==> config.mk <==
export PLATFORM = sky130hd
export DESIGN_NAME = hazard_scoreboard
export DESIGN_NICKNAME = d
export VERILOG_FILES = /design/src/rtl/hazard_scoreboard.sv
export SDC_FILE = /design/constraint.sdc
export NUM_CORES = 1
export LEC_CHECK = 0
export ABC_AREA = 1
export CAP_MARGIN = 20
export CORE_MARGIN = 8
export CORE_UTILIZATION = 42
export CTS_BUF_LIST = sky130_fd_sc_hd__clkbuf_4 sky130_fd_sc_hd__clkbuf_8
export DETAILED_ROUTE_END_ITERATION = 10
export PLACE_DENSITY_LB_ADDON = 0.2
export SYNTH_ARGS = -nofsm -noshare
export SYNTH_HDL_FRONTEND = slang
export SYNTH_SLANG_ARGS = --single-unit
==> constraint.sdc <==
create_clock -name clk -period 2.02 [get_ports clk]
set_clock_uncertainty 0.15 [all_clocks]
set_input_delay 0.404 -clock clk [delete_from_list [all_inputs] [get_ports clk]]
set_output_delay 0.404 -clock clk [all_outputs]
set_load 0.01 [all_outputs]
==> src/rtl/hazard_scoreboard.sv <==
// In-flight writeback scoreboard: tracks DEPTH stages after issue and produces
// load-use stall, flush kill and per-operand forwarding decisions.

module hazard_stage_cmp #(
   parameter int REG_AW     = 5,
   parameter int LOAD_STAGE = 2,
   parameter int ZERO_REG   = 1,
   parameter int STAGE      = 0
) (
   input  logic              i_v,
   input  logic              i_we,
   input  logic              i_ld,
   input  logic [REG_AW-1:0] i_dst,
   input  logic [REG_AW-1:0] i_srca,
   input  logic [REG_AW-1:0] i_srcb,
   input  logic              i_chk_a,
   input  logic              i_chk_b,
   output logic              o_match_a,
   output logic              o_match_b,
   output logic              o_ready
);
   logic w_live;
   logic w_zero_a;
   logic w_zero_b;

   assign w_live    = i_v & i_we;
   assign w_zero_a  = (ZERO_REG != 0) && (i_srca == '0);
   assign w_zero_b  = (ZERO_REG != 0) && (i_srcb == '0);
   assign o_match_a = i_chk_a & w_live & (i_dst == i_srca) & ~w_zero_a;
   assign o_match_b = i_chk_b & w_live & (i_dst == i_srcb) & ~w_zero_b;
   // Load data only exists from LOAD_STAGE onwards; ALU results are ready at once.
   assign o_ready   = ~i_ld | (STAGE >= LOAD_STAGE);
endmodule

module hazard_scoreboard #(
   parameter int DATA_W      = 32,
   parameter int REG_AW      = 5,
   parameter int DEPTH       = 3,
   parameter int LOAD_STAGE  = 2,
   parameter int FLUSH_DEPTH = 2,
   parameter int ZERO_REG    = 1
) (
   input  logic                    clk,
   input  logic                    reset,
   input  logic                    issue_valid,
   input  logic                    issue_we,
   input  logic                    issue_load,
   input  logic [REG_AW-1:0]       issue_dst,
   input  logic [REG_AW-1:0]       issue_srca,
   input  logic [REG_AW-1:0]       issue_srcb,
   input  logic                    issue_useb,
   input  logic                    flush,
   input  logic [DEPTH*DATA_W-1:0] stage_data,
   output logic                    issue_ready,
   output logic                    stall,
   output logic                    fwd_a_hit,
   output logic                    fwd_b_hit,
   output logic [DATA_W-1:0]       fwd_a_data,
   output logic [DATA_W-1:0]       fwd_b_data,
   output logic                    wb_valid,
   output logic [REG_AW-1:0]       wb_dst,
   output logic [15:0]             stall_count
);
   logic [DEPTH-1:0]             r_vld;
   logic [DEPTH-1:0]             r_we;
   logic [DEPTH-1:0]             r_ld;
   logic [DEPTH-1:0][REG_AW-1:0] r_dst;
   logic [15:0]                  r_stall_cnt;

   logic [DEPTH-1:0]  w_match_a;
   logic [DEPTH-1:0]  w_match_b;
   logic [DEPTH-1:0]  w_rdy;
   logic              w_chk_a;
   logic              w_chk_b;
   logic              w_hit_a;
   logic              w_hit_b;
   logic              w_blk_a;
   logic              w_blk_b;
   logic [DATA_W-1:0] w_data_a;
   logic [DATA_W-1:0] w_data_b;
   logic              w_stall;
   logic              w_accept;

   assign w_chk_a = issue_valid;
   assign w_chk_b = issue_valid & issue_useb;

   for (genvar g = 0; g < DEPTH; g++) begin : g_stage
      hazard_stage_cmp #(
         .REG_AW    (REG_AW),
         .LOAD_STAGE(LOAD_STAGE),
         .ZERO_REG  (ZERO_REG),
         .STAGE     (g)
      ) u_cmp (
         .i_v      (r_vld[g]),
         .i_we     (r_we[g]),
         .i_ld     (r_ld[g]),
         .i_dst    (r_dst[g]),
         .i_srca   (issue_srca),
         .i_srcb   (issue_srcb),
         .i_chk_a  (w_chk_a),
         .i_chk_b  (w_chk_b),
         .o_match_a(w_match_a[g]),
         .o_match_b(w_match_b[g]),
         .o_ready  (w_rdy[g])
      );
   end

   // Scan oldest to youngest so the youngest match overwrites; a young
   // not-ready match therefore masks any older ready one.
   always_comb begin
      w_hit_a  = 1'b0;
      w_blk_a  = 1'b0;
      w_data_a = '0;
      w_hit_b  = 1'b0;
      w_blk_b  = 1'b0;
      w_data_b = '0;
      for (int k = DEPTH - 1; k >= 0; k--) begin
         if (w_match_a[k]) begin
            w_hit_a  = w_rdy[k];
            w_blk_a  = ~w_rdy[k];
            w_data_a = w_rdy[k] ? stage_data[k*DATA_W +: DATA_W] : '0;
         end
         if (w_match_b[k]) begin
            w_hit_b  = w_rdy[k];
            w_blk_b  = ~w_rdy[k];
            w_data_b = w_rdy[k] ? stage_data[k*DATA_W +: DATA_W] : '0;
         end
      end
   end

   assign w_stall  = (w_blk_a | w_blk_b) & ~flush;
   assign w_accept = issue_valid & ~w_stall & ~flush;

   always_ff @(posedge clk or posedge reset) begin
      if (reset) begin
         r_vld       <= '0;
         r_we        <= '0;
         r_ld        <= '0;
         r_dst       <= '0;
         r_stall_cnt <= '0;
      end else begin
         r_vld[0] <= w_accept;
         r_we[0]  <= issue_we;
         r_ld[0]  <= issue_load;
         r_dst[0] <= issue_dst;
         // Stages always advance; flush only clears the valid bit of the young ones.
         for (int k = 1; k < DEPTH; k++) begin
            r_vld[k] <= r_vld[k-1] & ~(flush & (k <= FLUSH_DEPTH));
            r_we[k]  <= r_we[k-1];
            r_ld[k]  <= r_ld[k-1];
            r_dst[k] <= r_dst[k-1];
         end
         if (w_stall && (r_stall_cnt != 16'hFFFF))
            r_stall_cnt <= r_stall_cnt + 16'd1;
      end
   end

   assign stall       = w_stall;
   assign issue_ready = ~w_stall;
   assign fwd_a_hit   = w_hit_a;
   assign fwd_b_hit   = w_hit_b;
   assign fwd_a_data  = w_data_a;
   assign fwd_b_data  = w_data_b;
   assign wb_valid    = r_vld[DEPTH-1] & r_we[DEPTH-1];
   assign wb_dst      = r_dst[DEPTH-1];
   assign stall_count = r_stall_cnt;
endmodule
# == Word-level counts from Yosys, hierarchy flattened ==
# Cells that the tools add are included.
# totals
regBits,39
latchBits,0
ram_bits,0
rom_bits,0
inputBits,118
output_inout_bits,90
word_cells,70
mem_count,0
# op_classes
n_addsub,1
mul,0
div,0
magnitude_cmp,0
n_eq_ne,7
n_shift,0
muxes,18
bitwise,34
reduce_logical,3
# ops
operator,n
$mux W32,8
$eq A5 B5 Y1,6
$and A1 B1 Y1,27
$add A16 B1 Y16 const B,1
$ne A16 B16 Y1 const B,1
$logic_not A5 Y1,2
$mux W1,10
$not A1 Y1,6
$logic_and A1 B1 Y1,1
$or A1 B1 Y1,1

# == Logic depth before layout (Yosys ltp) ==
# depth
ltp_word,11
mapped_depth,14
ltp_nobuf,13

# == Hierarchy ==
# From an unflattened synthesis, not the netlist that was laid out.
# hier_totals
cells_unflattened,703
area_unflattened_um2,4045.1
# by_module_without_submodules
module,instances,cells_each,area_per_inst_um2,seq_area_each_um2
hazard_scoreboard,1,522,3328.2,1001.0
hazard_stage_cmp (g_stage[0].u_cmp ...),2,60,236.5,0.0
hazard_stage_cmp (g_stage[2].u_cmp),1,61,244.0,0.0

# == Worst setup path after synthesis ==
# OpenSTA, ideal clock, no wires.
# synth_timing
kind,reg2out
startpoint,"register r_dst, in the netlist wb_dst[2]"
endpoint,output fwd_a_data[1]
t_arrival_ns,1.517
t_required_ns,1.466
slack_ns,-0.051
path_stages_with_launch,6
n_path_buf,0
path_cell_list,dfrtp_1 > xor2_1 > nand2b_1 > nor3_1 > nand3_1 > a31oi_1
# synth_via
elab_chain_cells,6
# synth_rtl
element,line_no,source
"start, declared",67,logic [DEPTH-1:0][REG_AW-1:0] r_dst;
"start signal, assigned by index",151,r_dst[k] <= r_dst[k-1];
$eq A5 B5 Y1,29,assign o_match_a = i_chk_a & w_live & (i_dst == i_srca) & ~w_zero_a;
$and A1 B1 Y1 (2 in series),29,
$mux W32 (3 in series),118,if (w_match_a[k]) begin
"end, declared",58,"output logic [DATA_W-1:0] fwd_a_data,"
# No other way between the ends.

# == Worst setup path after layout ==
# layout_timing
startpoint,register r_dst[8] in the netlist's numbering
endpoint,output fwd_b_data[23]
# layout_via
elab_chain_cells,5
# layout_rtl
element,line_no,source
$eq A5 B5 Y1,30,assign o_match_b = i_chk_b & w_live & (i_dst == i_srcb) & ~w_zero_b;
$and A1 B1 Y1 (2 in series),30,
$mux W32 (2 in series),123,if (w_match_b[k]) begin
"end, declared",59,"output logic [DATA_W-1:0] fwd_b_data,"
# No other way between the ends.

==> results.sh <==
export IMPL_avgSynthCellArea_um2=5.95
export IMPL_startpoint_type="register"
export IMPL_area_delta_synth_final_pct=121
export IMPL_grt_pass1_vias=7019
export IMPL_powerDensity_nw_per_um2=266
export IMPL_worst_slew_pin_slew_ns=0.468
export IMPL_ir_drop_v=0.000325
export IMPL_multi_input_area_um2=3990
export IMPL_syn_nets=805
export IMPL_synth_seq_cells=39
export IMPL_io_pin_count=208
export IMPL_drc=1
export IMPL_worstPathArrival_ns=2.50
export IMPL_num_rows=36
export IMPL_grt_pass1_wl_um=38200
export IMPL_crit_path_top_delay_cell="dfrtp_1"
export IMPL_ctsHoldBuffers=0
export IMPL_clock_latency_ns=0.32
export IMPL_stdcell_area_um2=9030
export IMPL_synth_ff_type="dfrtp_1"
export IMPL_vias=7759
export IMPL_hpwlAfterDp_um=14400
export IMPL_p_leak_nw=3.94
export IMPL_crit_path_max_fanout=14
export IMPL_synth_cell_types=35
export IMPL_setup_viol=86
export IMPL_die_area_um2=13100
export IMPL_antenna_found_initial=4
export IMPL_endpoint_kind="output pin"
export IMPL_outcome="finished with violations"
export IMPL_fin_crit_ns=3.05
export IMPL_start_util=0.426
export IMPL_synth_warnings=0
export IMPL_slew_viol_final=0
export IMPL_crit_chain="inv_2, nand2_2, nand2_2, and3_4, nand4_4, buf_6, buf_12, o21ai_2, nand2_1, nand2_1, buf_6"
export IMPL_cp_required_ns=1.47
export IMPL_async_reset_ff_frac=1.00
export IMPL_path_class="register to output pin"
export IMPL_final_nets=1097
export IMPL_regArea_um2=981
export IMPL_critPathTopFamily="simple AND/OR/NAND/NOR gates"
export IMPL_drtIter0Drc=1596
export IMPL_finalPower_mw=2.40
export IMPL_port_buffers=207
export IMPL_wl_per_cell_um=30.6
export IMPL_clock_path_buffers=2
export IMPL_wirelength_um=34000
export IMPL_overflow=0
export IMPL_grt_util_all_layers=0.371
export IMPL_max_slew_margin=0.686
export IMPL_period_share=1.51
export IMPL_avgViaCountPerCell=6.97
export IMPL_gp_congestion=0.950
export IMPL_syn_inst=686
export IMPL_path_buf_inv=4
export IMPL_die_height_um=115
export IMPL_ys_seq_area_frac=0.239
export IMPL_fill_cells=279
export IMPL_synth_edff_count=0
export IMPL_tritoncts="built"
export IMPL_clock_sinks=39
export IMPL_dr_pass1_iters=11
export IMPL_fin_tns_setup_ns=-62.12
export IMPL_drtAntennaViolNets=0
export IMPL_slowest_delay_ns=0.45
export IMPL_drive_above_1_share=0.451
export IMPL_grt_max_degree=47
export IMPL_setup_slack_ns=-1.03
export IMPL_syn_area_um2=4080
export IMPL_hold_class="register to register"
export IMPL_placed_cell_area_um2=6850
export IMPL_cap_violations=0
export IMPL_htree_levels=2
export IMPL_fmax_mhz=328
export IMPL_die_x_um=115
export IMPL_core_area_um2=9590
export IMPL_cts_root_buf="clkbuf_8"
export IMPL_holdWs_ns=0.242
export IMPL_path_clk_slew_ns=0.10
export IMPL_numCtsBuffers=5
export IMPL_hold_viol_final=0
export IMPL_rsz0062_at_grt="yes"
export IMPL_violations="DRC, setup timing"
## final cells by class
cell class	count	share of cell area
multi-input combinational	552	0.442
clock inverter	3	0.00527
sequential	39	0.109
inverter	52	0.0231
antenna	1	0.000277
timing repair buffer	328	0.395
tap	133	0.0184
clock buffer	5	0.00762
## synth_stat cells, types with 5 or more instances
library cell / count / area, um^2
buf_6: 5 / 56.3
nor2_1: 35 / 131
o21ai_1: 11 / 55.1
clkbuf_1: 20 / 75.1
nor2_2: 6 / 37.5
nand4_1: 23 / 144
buf_2: 14 / 70.1
nand3_1: 141 / 706
o21ai_0: 28 / 140
xor2_1: 6 / 52.6
xnor2_1: 20 / 175
a31oi_1: 20 / 125
a21oi_1: 22 / 110
dfrtp_1: 39 / 976
nand2_1: 216 / 811
inv_1: 45 / 169
## worst paths after layout
path / from / end / slack [ns] / cells past startpoint
min in group asynchronous: reset / wb_dst[0] / 0.31 / 3
max reg2reg: r_dst[8] / stall_count[14] / -0.58 / 15
min reg2reg: r_we[1] / r_we[2] / 0.24 / 0
min: r_we[1] / r_we[2] / 0.24 / 0
max: r_dst[8] / fwd_b_data[23] / -1.03 / 11
max in group asynchronous: reset / wb_dst[1] / 1.18 / 3
## registers in the layout (all words and copies together) (netlist names)
signal / cells
stall_count: 16
r_dst: 10
wb_dst: 5
r_vld: 3
r_we: 3
r_ld: 2
## placed cells by master (no fill, tap or decap), types with 11 or more instances in the layout
cell | netlist | layout
dfrtp_1 | 39 | 35
nand3_4 | 0 | 17
clkdlybuf4s50_1 | 0 | 124
nand3_1 | 141 | 54
a21oi_1 | 22 | 19
nand2_2 | 3 | 30
buf_12 | 0 | 25
inv_1 | 45 | 37
buf_2 | 14 | 40
nand4_1 | 23 | 23
nor2_1 | 35 | 22
nor2_4 | 1 | 16
nand2_1 | 216 | 184
o21ai_1 | 11 | 12
buf_4 | 1 | 53
nand3_2 | 2 | 72
buf_16 | 0 | 11
o21ai_2 | 0 | 25
buf_6 | 5 | 55
## routing by layer
layer	part of all wire	track usage	wire, um	vias to the layer above
met5	0.0072	0	245	-
met4	0.11	0.261	3740	12
met3	0.17	0.137	5710	396
met2	0.42	0.613	14400	976
met1	0.29	0.384	9970	3491
li1	-	-	-	2884
## stage by stage
step                setup WS, ns  utilization  std cells
floorplan                -0.0193            -        686
global placement           -1.21        0.714       1044
detailed placement         -1.26        0.714       1044
CTS                       -0.623        0.858       1102
global route               -1.15        0.941       1113
finish                     -1.03        0.941       1113
## report_power, final
| part | switching (mW) | internal (mW) |
|---|---|---|
| Sequential | 0.0317 | 0.807 |
| Clock | 0.348 | 0.375 |
| Combinational | 0.442 | 0.401 |
| Total | 0.822 | 1.58 |
## what timing repair did
item | in CTS | in global routing
hold endpoints to repair | 0 | 0
setup buffers | 38 | 13
gates cloned | 15 | 7
pin swaps | 91 | 98
endpoints found under the setup margin | 86 | 86
gates resized for setup | 539 | 154
## kinds of logic after synthesis
group	synth area share
compound gates	0.107
xor+xnor	0.0558
fa+ha+maj	0.00306
buf+inv	0.102
flops	0.239
simple gates	0.492
No activity file was read; power rests on OpenSTA's default activity.
==> edit (same flow settings) <==
Register the output `stall_count` once more, with the module's reset; this adds one clock of latency there. The other outputs are not delayed to match.
--- a/src/rtl/hazard_scoreboard.sv
+++ b/src/rtl/hazard_scoreboard.sv
@@ -164,4 +164,10 @@
    assign wb_valid    = r_vld[DEPTH-1] & r_we[DEPTH-1];
    assign wb_dst      = r_dst[DEPTH-1];
-   assign stall_count = r_stall_cnt;
+   always_ff @(posedge clk or posedge reset) begin
+      if (reset) begin
+         stall_count <= '0;
+      end else begin
+         stall_count <= r_stall_cnt;
+      end
+   end
 endmodule
Formal check against the unedited RTL: not equivalent (a bounded check fails within 4 cycles, from zero or initial values and one cycle with reset high).
==> edit against the unedited design <==
Non-clock buffer count is 17 higher; routed wire length is 29% lower; largest cell class unchanged; power is 11% higher; highest routed layer is now met4; critical path depth is 4 higher; final cell count is 8.7% higher; worst setup slack better by 270 ps; sequential cell count is 16 higher; design area is 2.7% higher; synthesized area is 13% higher; register-to-register slack better by 270 ps; fmax is 9.9% higher; the flow finishes with violations (negative setup slack).
==> edit: results (changes against the unedited design) <==
| Metric | Value |
|---|---|
| Status | `finished, violations left` |
| Failing checks | `negative setup slack` |
| Slowest stage cell, crit path | `dfrtp_2` |
| Setup Fix Bufs, Post-CTS | `45 (+18%)` |
| Flop2flop setup slack | `-310 ps (+270 ps)` |
| Number of global-route vias before repair | `6381 (-9.1%)` |
| Peak supply drop | `615 µV (+89%)` |
| Netlist cell types | `33 (-5.7%)` |
| Leakage power | `0.00444 µW (+13%)` |
| Sequential cell area share | `14.9% (+4.0 points)` |
| Yosys reg bits | `55 (+41%)` |
| Place WS | `-1320 ps (-62.0 ps)` |
| Fin area | `9270 µm² (+2.7%)` |
| Wire per inst | `20.0 µm (-35%)` |
| Clk tree area frac | `1.28% (-0.0064 points)` |
| CP arrival | `2220 ps (-280 ps)` |
| Routing usage on met2 | `48.7% (-13 points)` |
| Met2 Wirelength | `11800 µm (-18%)` |
| Highest routing layer actually used | `met4` |
| Placer Congestion | `0.915 (-3.7%)` |
| # fillers | `600 (+120%)` |
| DP Area | `7500 µm² (+9.6%)` |
| Setup TNS | `-46260 ps (+15860 ps)` |
| Post-cts sizing count | `447 (-17%)` |
| RR Endpoint | `r_stall_cnt[7]$_DFFE_PP0P_` |
| Xor-xnor portion of the synthesized cell area | `3.61% (-2.0 points)` |
| Post-Layout Cell Count | `1210 (+8.7%)` |
| Met3 Use GR | `6.11% (-7.6 points)` |
| Wire length on met3 | `2430 µm (-57%)` |
| Final setup fails | `85 (-1.2%)` |
| Critical R2R Launch | `r_dst[7]$_DFF_PP0_` |
| Multi-input comb cells | `585 (+6.0%)` |
| Worst hold slack | `218 ps (-23.8 ps)` |
| Worst-Margin Slew | `422 ps (-45.7 ps)` |
| Placed insts | `1130 (+8.2%)` |
| Share of layout cells above drive strength 1 | `42.7% (-2.4 points)` |
| Largest cells by area after synthesis | `dfrtp_1 30%, nand2_1 23%, nand3_1 13%` |
| Worst r2r path cells | `18 (+3)` |
| Non-clk buf share | `38.7% (-0.74 points)` |
| Register area share after synthesis | `29.9% (+6.0 points)` |
| Setup crit end | `fwd_b_data[20]` |
| Core area | `10800 µm² (+12%)` |
| CP max stage delay | `480 ps (+30 ps)` |
| Commonest cells in the netlist | `281 x nand2_1, 119 x nand3_1, 67 x inv_1` |
| Sw Share | `28.9% (-5.3 points)` |
| Hold crit path type | `in2async` |
| Largest net degree at the start of global routing | `49 (+4.3%)` |
| Vias per Instance | `5.62 (-19%)` |
| Syn nets | `879 (+9.2%)` |
| Final worst slack | `-758 ps (+274 ps)` |
| Wl on met1 | `8560 µm (-14%)` |
| Synth Area in Adders | `0.272% (-0.035 points)` |
| Non-CTS inverters | `77 (+48%)` |
| Compound-Gate Fraction of Synth Area | `7.06% (-3.7 points)` |
## edit: changes by cell type after synthesis, moves of 5 or more
cell,unedited run,this run
nand2_1,216,281
o21ai_1,11,1
a31oi_1,20,26
a21oi_1,22,30
nor2_1,35,59
nand3_1,141,119
dfrtp_1,39,55
xnor2_1,20,14
nand4_1,23,17
inv_1,45,67
o21ai_0,28,0
nor3_1,4,9
## edit: critical path: cells and delay by family, from the launching register on
family	cells	cell delay (ps)
buffers and inverters	6	670
flip-flops	1	480
AND/OR/NAND/NOR	9	760
## edit: power by group through the flow
stage / logic [µW] / registers, µW / clock network [µW]
6_report: 741 / 1160 / 774
5_1_grt: 787 / 1160 / 823
4_1_cts: 647 / 1150 / 782
3_5_place_dp: 584 / 1180 / 0
3_3_place_gp: 579 / 1180 / 0
2_1_floorplan: 184 / 1180 / 0
